**config.mk**
```make
export PLATFORM = sky130hd
export DESIGN_NAME = fifo_occ_counter
export DESIGN_NICKNAME = d
export VERILOG_FILES = /design/src/rtl/fifo_occ_counter.sv
export SDC_FILE = /design/constraint.sdc
export NUM_CORES = 1
export LEC_CHECK = 0
export ABC_AREA = 1
export CELL_PAD_IN_SITES_DETAIL_PLACEMENT = 0
export CELL_PAD_IN_SITES_GLOBAL_PLACEMENT = 2
export CORE_UTILIZATION = 21
export CTS_BUF_LIST = sky130_fd_sc_hd__clkbuf_4
export CTS_CLUSTER_SIZE = 28
export DETAILED_ROUTE_END_ITERATION = 12
export HOLD_SLACK_MARGIN = 0.05
export PLACE_DENSITY = 0.87
export SYNTH_ARGS = -nofsm -noshare
export SYNTH_HDL_FRONTEND = slang
export SYNTH_SLANG_ARGS = --single-unit
```
**constraint.sdc**
```tcl
create_clock -name CLK -period 2.52 [get_ports CLK]
set_input_delay 0.252 -clock CLK [delete_from_list [all_inputs] [get_ports CLK]]
set_output_delay 0.252 -clock CLK [all_outputs]
set_load 0.005 [all_outputs]
```
**src/rtl/fifo_occ_counter.sv**
```systemverilog
// Mirrors a FIFO's occupancy from its push/pop requests and qualifies them
// against full/empty. Reusable by any scoreboard stage snooping the FIFO.
module fifo_occ_counter #(
    parameter int unsigned DEPTH = 8,
    parameter int unsigned CNT_W = $clog2(DEPTH) + 1
) (
    input  logic             CLK,
    input  logic             rst,
    input  logic             push,
    input  logic             pop,
    output logic [CNT_W-1:0] occ,
    output logic             full,
    output logic             empty,
    output logic             push_fire,
    output logic             pop_fire
);
    logic [CNT_W-1:0] r_occ;

    assign full      = (r_occ == CNT_W'(DEPTH));
    assign empty     = (r_occ == '0);
    assign push_fire = push & ~full;
    assign pop_fire  = pop & ~empty;
    assign occ       = r_occ;

    // Track occupancy; simultaneous push+pop leaves it unchanged, qualifiers prevent wrap.
    always_ff @(posedge CLK) begin
        if (rst) begin
            r_occ <= '0;
        end else if (push_fire && !pop_fire) begin
            r_occ <= r_occ + CNT_W'(1);
        end else if (pop_fire && !push_fire) begin
            r_occ <= r_occ - CNT_W'(1);
        end
    end

endmodule

```
==> run metrics, run 1 <==
synthesized area 298 sq um; Post-Syn Instances 45; sequential power share 0.220; unrepaired setup endpoints after global routing no; initial antenna violation count 0; initial drt markers 5; synth warn 0; Post-synth EDFFs 0; placed insts 71; post-synth net total 53; post-route insts no fill 74; Design Power 0.564 mW; Worst Hold End occ[0]; Worst Hold Slack 0.550 ns; top cells by area, synth dfxtp_1, ha_1, inv_1, nand2_1, fa_1; Main synth FF type dfxtp_1; Achievable Freq 0.498 GHz; GP Congestion 0.693; worst skew pair latency 0.23 ns; Slew Viols, Final 0; largest net degree at the start of global routing 8; Psw 0.232 mW; final setup margin 0.513 ns; register area share after synthesis 0.269; leak pwr 0.226 nW; Hold Path Depth 2; share of the synthesized area in the top cell type 0.269; ANT nets after route 0; post-route cell area 449 sq um; top-level port count 12; max FFs per register 4; Die Ht 39.7 um; post-CTS sizing 0; DPL Wire Length 516 um; Crit path required time 2.65 ns; worst reg2reg path startpoint occ[0]; WL/cell 8.34 um; dpl cell area 427 sq um; vias per std cell 4.08; Chip Width 39.7 um; gr ovfl total 0; core area 1320 sq um; Setup TNS Final 0 ns; reg2reg setup slack 0.51 ns; Post-synth ARST share 0; Final nets 69; postcts setup bufs 0; crit-path max FO 5; via count of the routed design 302; DRC viols 0; Tcrit/Tclk final 0.797; first-pass GRT wire length 1010 um; Sw Share 0.410; # rows 13; clock share of power 0.144; WS Path Type register to register; Int Power 0.333 mW; CTS tree done; power density cells 1260 nW/um^2; final core utilization 0.341; Peak VDD IR 0.395 mV; status finished clean; H-tree depth 1; Worst R2R End occ[3]; share of cells above drive strength 1 0.0678; Post-Syn Area per Cell 6.62 sq um; Reg2Reg Depth 12; CP arrival 2.14 ns; Yosys cell types 14; vias in the first global route 263; relative slew slack 0.858; HP Class register to register; most area-hungry cell type in the Yosys netlist dfxtp_1; hold_sp occ[0]; max_cap viols 0; Pre-antenna DRT Iters 2; Gate power share 0.635; Hold Fails Final Rpt 0; worst-margin pin slew 0.214 ns; Port Buffers 11; clock buffer depth 2; final WL 617 um; CP endpoint kind register; CTS Hold Bufs 0; #FFs+latches synth 4; Reg clk slew, reported paths 0.04 ns; Antenna Cells 0; Post-Place Worst Slack 0.447 ns; Tmin final 2.01 ns; Post-synth top cells inv_1, nand2_1, nor2_1, dfxtp_1; Clock Root Buffer clkbuf_4; starting density of the core 0.226; die area 1570 sq um; clock sinks 4; Area growth, synth to finish 50.8%; final setup violation count 0; TritonCTS Buffers 3; Global Route Usage Sum 0.0976; startpoint types register; Clock Skews 0.00124 ns
==> per-layer routing <==
layer / GRT usage / vias to the layer above / wire, um
met5: 0 / - / 0
met4: 0.0776 / 0 / 0
met3: 0.0170 / 0 / 19
met2: 0.131 / 4 / 277
met1: 0.133 / 132 / 320
li1: - / 166 / -
==> worst max path at each step <==
stage               endpoint  startpoint  cells after the start
floorplan             occ[3]      occ[0]                     12
global placement      occ[3]        push                     11
detailed placement    occ[3]        push                     11
CTS                   occ[3]      occ[0]                     12
global route          occ[3]      occ[0]                     12
finish                occ[3]      occ[0]                     12
==> logic make-up after synthesis <==
logic type                 share of synthesized area
AOI/OAI and AO/OA                              0.109
xor gates and xnor gates                      0.0294
adders and majority gates                      0.193
buffers and inverters                          0.139
DFF                                            0.269
and+or+nand+nor                                0.261
==> cell usage in the layout (no fill, tap or decap) <==
cell	count
a211oi_1	1
a21oi_1	3
clkbuf_4	3
clkdlybuf4s50_1	11
dfxtp_1	4
fa_1	1
ha_1	3
inv_1	10
inv_2	1
nand2_1	10
nand3_1	3
nor2_1	5
o21ai_0	1
o21ai_1	1
or2_1	1
xor2_1	1
==> final cells by class <==
cell class                 count  area [sq um]
clock buffer                   3          22.5
fill                         150           868
inverter                      11          41.3
multi-input combinational     30           176
sequential                     4          80.1
tap                           15          18.8
timing repair buffer          11           110
==> power groups by stage <==
stage                     combinational (mW)  sequential [mW]  clock, mW
final                                  0.359            0.124     0.0815
after CTS                              0.364            0.125     0.0850
after global placement                 0.360            0.128          0
after global routing                   0.413            0.130     0.0874
after floorplan                        0.214            0.123          0
after detailed placement               0.361            0.126          0
==> critical path, cell delays in order (launching register included) <==
cell     delay (ns)
dfxtp_1        0.42
inv_1          0.08
nand3_1        0.13
nor2_1         0.07
nor2_1         0.12
ha_1           0.18
inv_1          0.09
ha_1           0.31
or2_1          0.25
nand3_1        0.09
nand3_1        0.07
nand2_1        0.06
inv_1          0.03
(Power assumes the default switching activity.)
==> inputs of run 2 (changes only) <==
--- a/config.mk
+++ b/config.mk
@@ -8,12 +8,12 @@
 export ABC_AREA = 1
 export CELL_PAD_IN_SITES_DETAIL_PLACEMENT = 0
 export CELL_PAD_IN_SITES_GLOBAL_PLACEMENT = 2
-export CORE_UTILIZATION = 21
+export CORE_UTILIZATION = 19
 export CTS_BUF_LIST = sky130_fd_sc_hd__clkbuf_4
 export CTS_CLUSTER_SIZE = 28
 export DETAILED_ROUTE_END_ITERATION = 12
 export HOLD_SLACK_MARGIN = 0.05
-export PLACE_DENSITY = 0.87
+export PLACE_DENSITY = 0.83
 export SYNTH_ARGS = -nofsm -noshare
 export SYNTH_HDL_FRONTEND = slang
 export SYNTH_SLANG_ARGS = --single-unit
==> constraint.sdc (replaced) <==
create_clock -name CLK -period 1.8 [get_ports CLK]
set_input_delay 0.18 -clock CLK [delete_from_list [all_inputs] [get_ports CLK]]
set_output_delay 0.18 -clock CLK [all_outputs]
set_load 0.005 [all_outputs]
==> run 2 against run 1 <==
Net effect:
- sequential share of layout area is 3.4 points lower
- register-to-register slack worse by 0.43 ns
- final area grew 35%
- clock skew is 0.00083 ns higher
- flip-flop and latch count unchanged
- via count grew 21%
- global-route usage grew 0.86 points
- non-clock buffer count is 13 higher
- final cell count is 19% higher
- hold slack lost 0.060 ns
==> run metrics, run 2 (synthesis results as in run 1) <==
die area 1730 sq um (+10%); status finished clean; Clock Root Buffer clkbuf_4; Final nets 82 (+19%); clock share of power 0.126 (-0.018); Die Ht 41.6 um (+4.9%); unrepaired setup endpoints after global routing yes; final setup margin 0.0844 ns (-0.428 ns); relative slew slack 0.884 (+0.0267); final setup violation count 0 (unchanged); max_cap viols 0 (unchanged); gr ovfl total 0 (unchanged); startpoint types register; via count of the routed design 364 (+21%); clock sinks 4 (unchanged); max FFs per register 4 (unchanged); Tcrit/Tclk final 0.953 (+0.157); placed insts 82 (+15%); GP Congestion 0.707 (+2.1%); Hold Fails Final Rpt 0 (unchanged); share of cells above drive strength 1 0.438 (+0.371); wire length on met2 406 um (+47%); Reg clk slew, reported paths 0.04 ns (about the same); CTS Hold Bufs 0 (unchanged); initial drt markers 3 (-2); Crit path required time 1.93 ns (-0.72 ns); ANT nets after route 0 (unchanged); Tmin final 1.72 ns (-0.292 ns); initial antenna violation count 0 (unchanged); max layer used met3; WS Path Type register to register; worst skew pair latency 0.24 ns (about the same); CP arrival 1.85 ns (-0.29 ns); sequential power share 0.150 (-0.070); Sw Share 0.381 (-0.0296); TritonCTS Buffers 3 (unchanged); crit-path max FO 4 (-1); hold_sp occ[1]; CTS tree done; Achievable Freq 0.583 GHz (+17%); core area 1380 sq um (+4.9%); Area growth, synth to finish 104%; commonest non-fill, non-tap cell in the layout buf_4; Clock Skews 0.00206 ns (+0.000825 ns); WL/cell 8.92 um (+7.0%); DPL Wire Length 618 um (+20%); Port Buffers 11 (unchanged); Int Power 0.690 mW (+110%); final core utilization 0.440 (+0.0989); first-pass GRT wire length 1400 um (+38%); Pre-antenna DRT Iters 2 (unchanged); Gate power share 0.723 (+0.088); vias per std cell 4.14 (+1.4%); vias in the first global route 350 (+33%); H-tree depth 1 (unchanged); largest net degree at the start of global routing 8 (unchanged); CP endpoint kind register; metal3 WL 13 um (-32%); final WL 785 um (+27%); Global Route Usage Sum 0.106 (+0.00856); power density cells 1830 nW/um^2 (+46%); CP Launch Point occ[1]; post-route insts no fill 88 (+19%); # rows 13 (unchanged); HP Class register to register; met1 WL 366 um (+14%); top-level port count 12 (unchanged); DRC viols 0 (unchanged); Post-Place Worst Slack -0.124 ns (-0.571 ns); Chip Width 41.6 um (+4.9%); worst-margin pin slew 0.173 ns (-0.0411 ns); starting density of the core 0.215 (-0.0106); clock buffer depth 2 (unchanged); Antenna Cells 0 (unchanged); Psw 0.424 mW (+83%); most frequent cells in the layout buf_4, nand2_1, clkdlybuf4s50_1, inv_1; worst reg2reg path startpoint occ[1]; Slew Viols, Final 0 (unchanged); leak pwr 0.312 nW (+38%); Peak VDD IR 0.744 mV (+88%)
-- run 2: repair_timing --
item,in CTS,in global routing
pin swaps,4,1
setup endpoints to repair,2,5
endpoints found under the hold margin,0,0
resized for setup,4,8
buffers inserted,2,0
cloned,0,0
-- run 2: worst paths after layout --
check,slack (ns),depth (start not counted),to
hold / removal,0.49,2,occ[1]
setup / recovery,0.08,12,occ[3]
hold reg to reg,0.49,2,occ[1]
setup reg to reg,0.08,12,occ[3]
-- run 2: final cells by class --
class / count / area, sq um
Clock buffer: 4 / 30.0
Fill cell: 127 / 774
Inverter: 11 / 43.8
Multi-Input combinational cell: 30 / 218
Sequential cell: 4 / 87.6
Tap cell: 15 / 18.8
Timing Repair Buffer: 24 / 210
-- run 2: critical path, stage by stage (launching register included) --
cell and delay [ns]:
dfxtp_2 0.33, inv_2 0.05, nand3_4 0.10, nor2_4 0.04, nor2_2 0.13, ha_2 0.22
inv_4 0.05, ha_4 0.21, or2_1 0.22, nand3_1 0.08, nand3_1 0.08, nand2_1 0.06
inv_1 0.03
-- run 2: per-layer routing --
metal  vias to the layer above  global-route usage
li1                        194                   -
met1                       167               0.141
met2                         3               0.147
met3                         0              0.0261
met4                         0              0.0774
met5                         -                   0
-- run 2: stage by stage --
step	setup TNS [ns]	hold slack (ns)	power [mW]	instance area, sq um
floorplan	0	0.239	0.515	324
global placement	-0.315	0.490	0.891	536
detailed placement	-0.310	0.485	0.885	536
CTS	0	0.497	1.09	592
global route	-0.0294	0.510	1.23	608
finish	0	0.489	1.11	608
-- run 2: power groups by stage --
stage,sequential (mW),clock (mW),combinational [mW]
global placement,0.160,0,0.731
floorplan,0.187,0,0.328
detailed placement,0.161,0,0.725
CTS,0.161,0.143,0.784
global route,0.173,0.151,0.911
finish,0.168,0.141,0.806
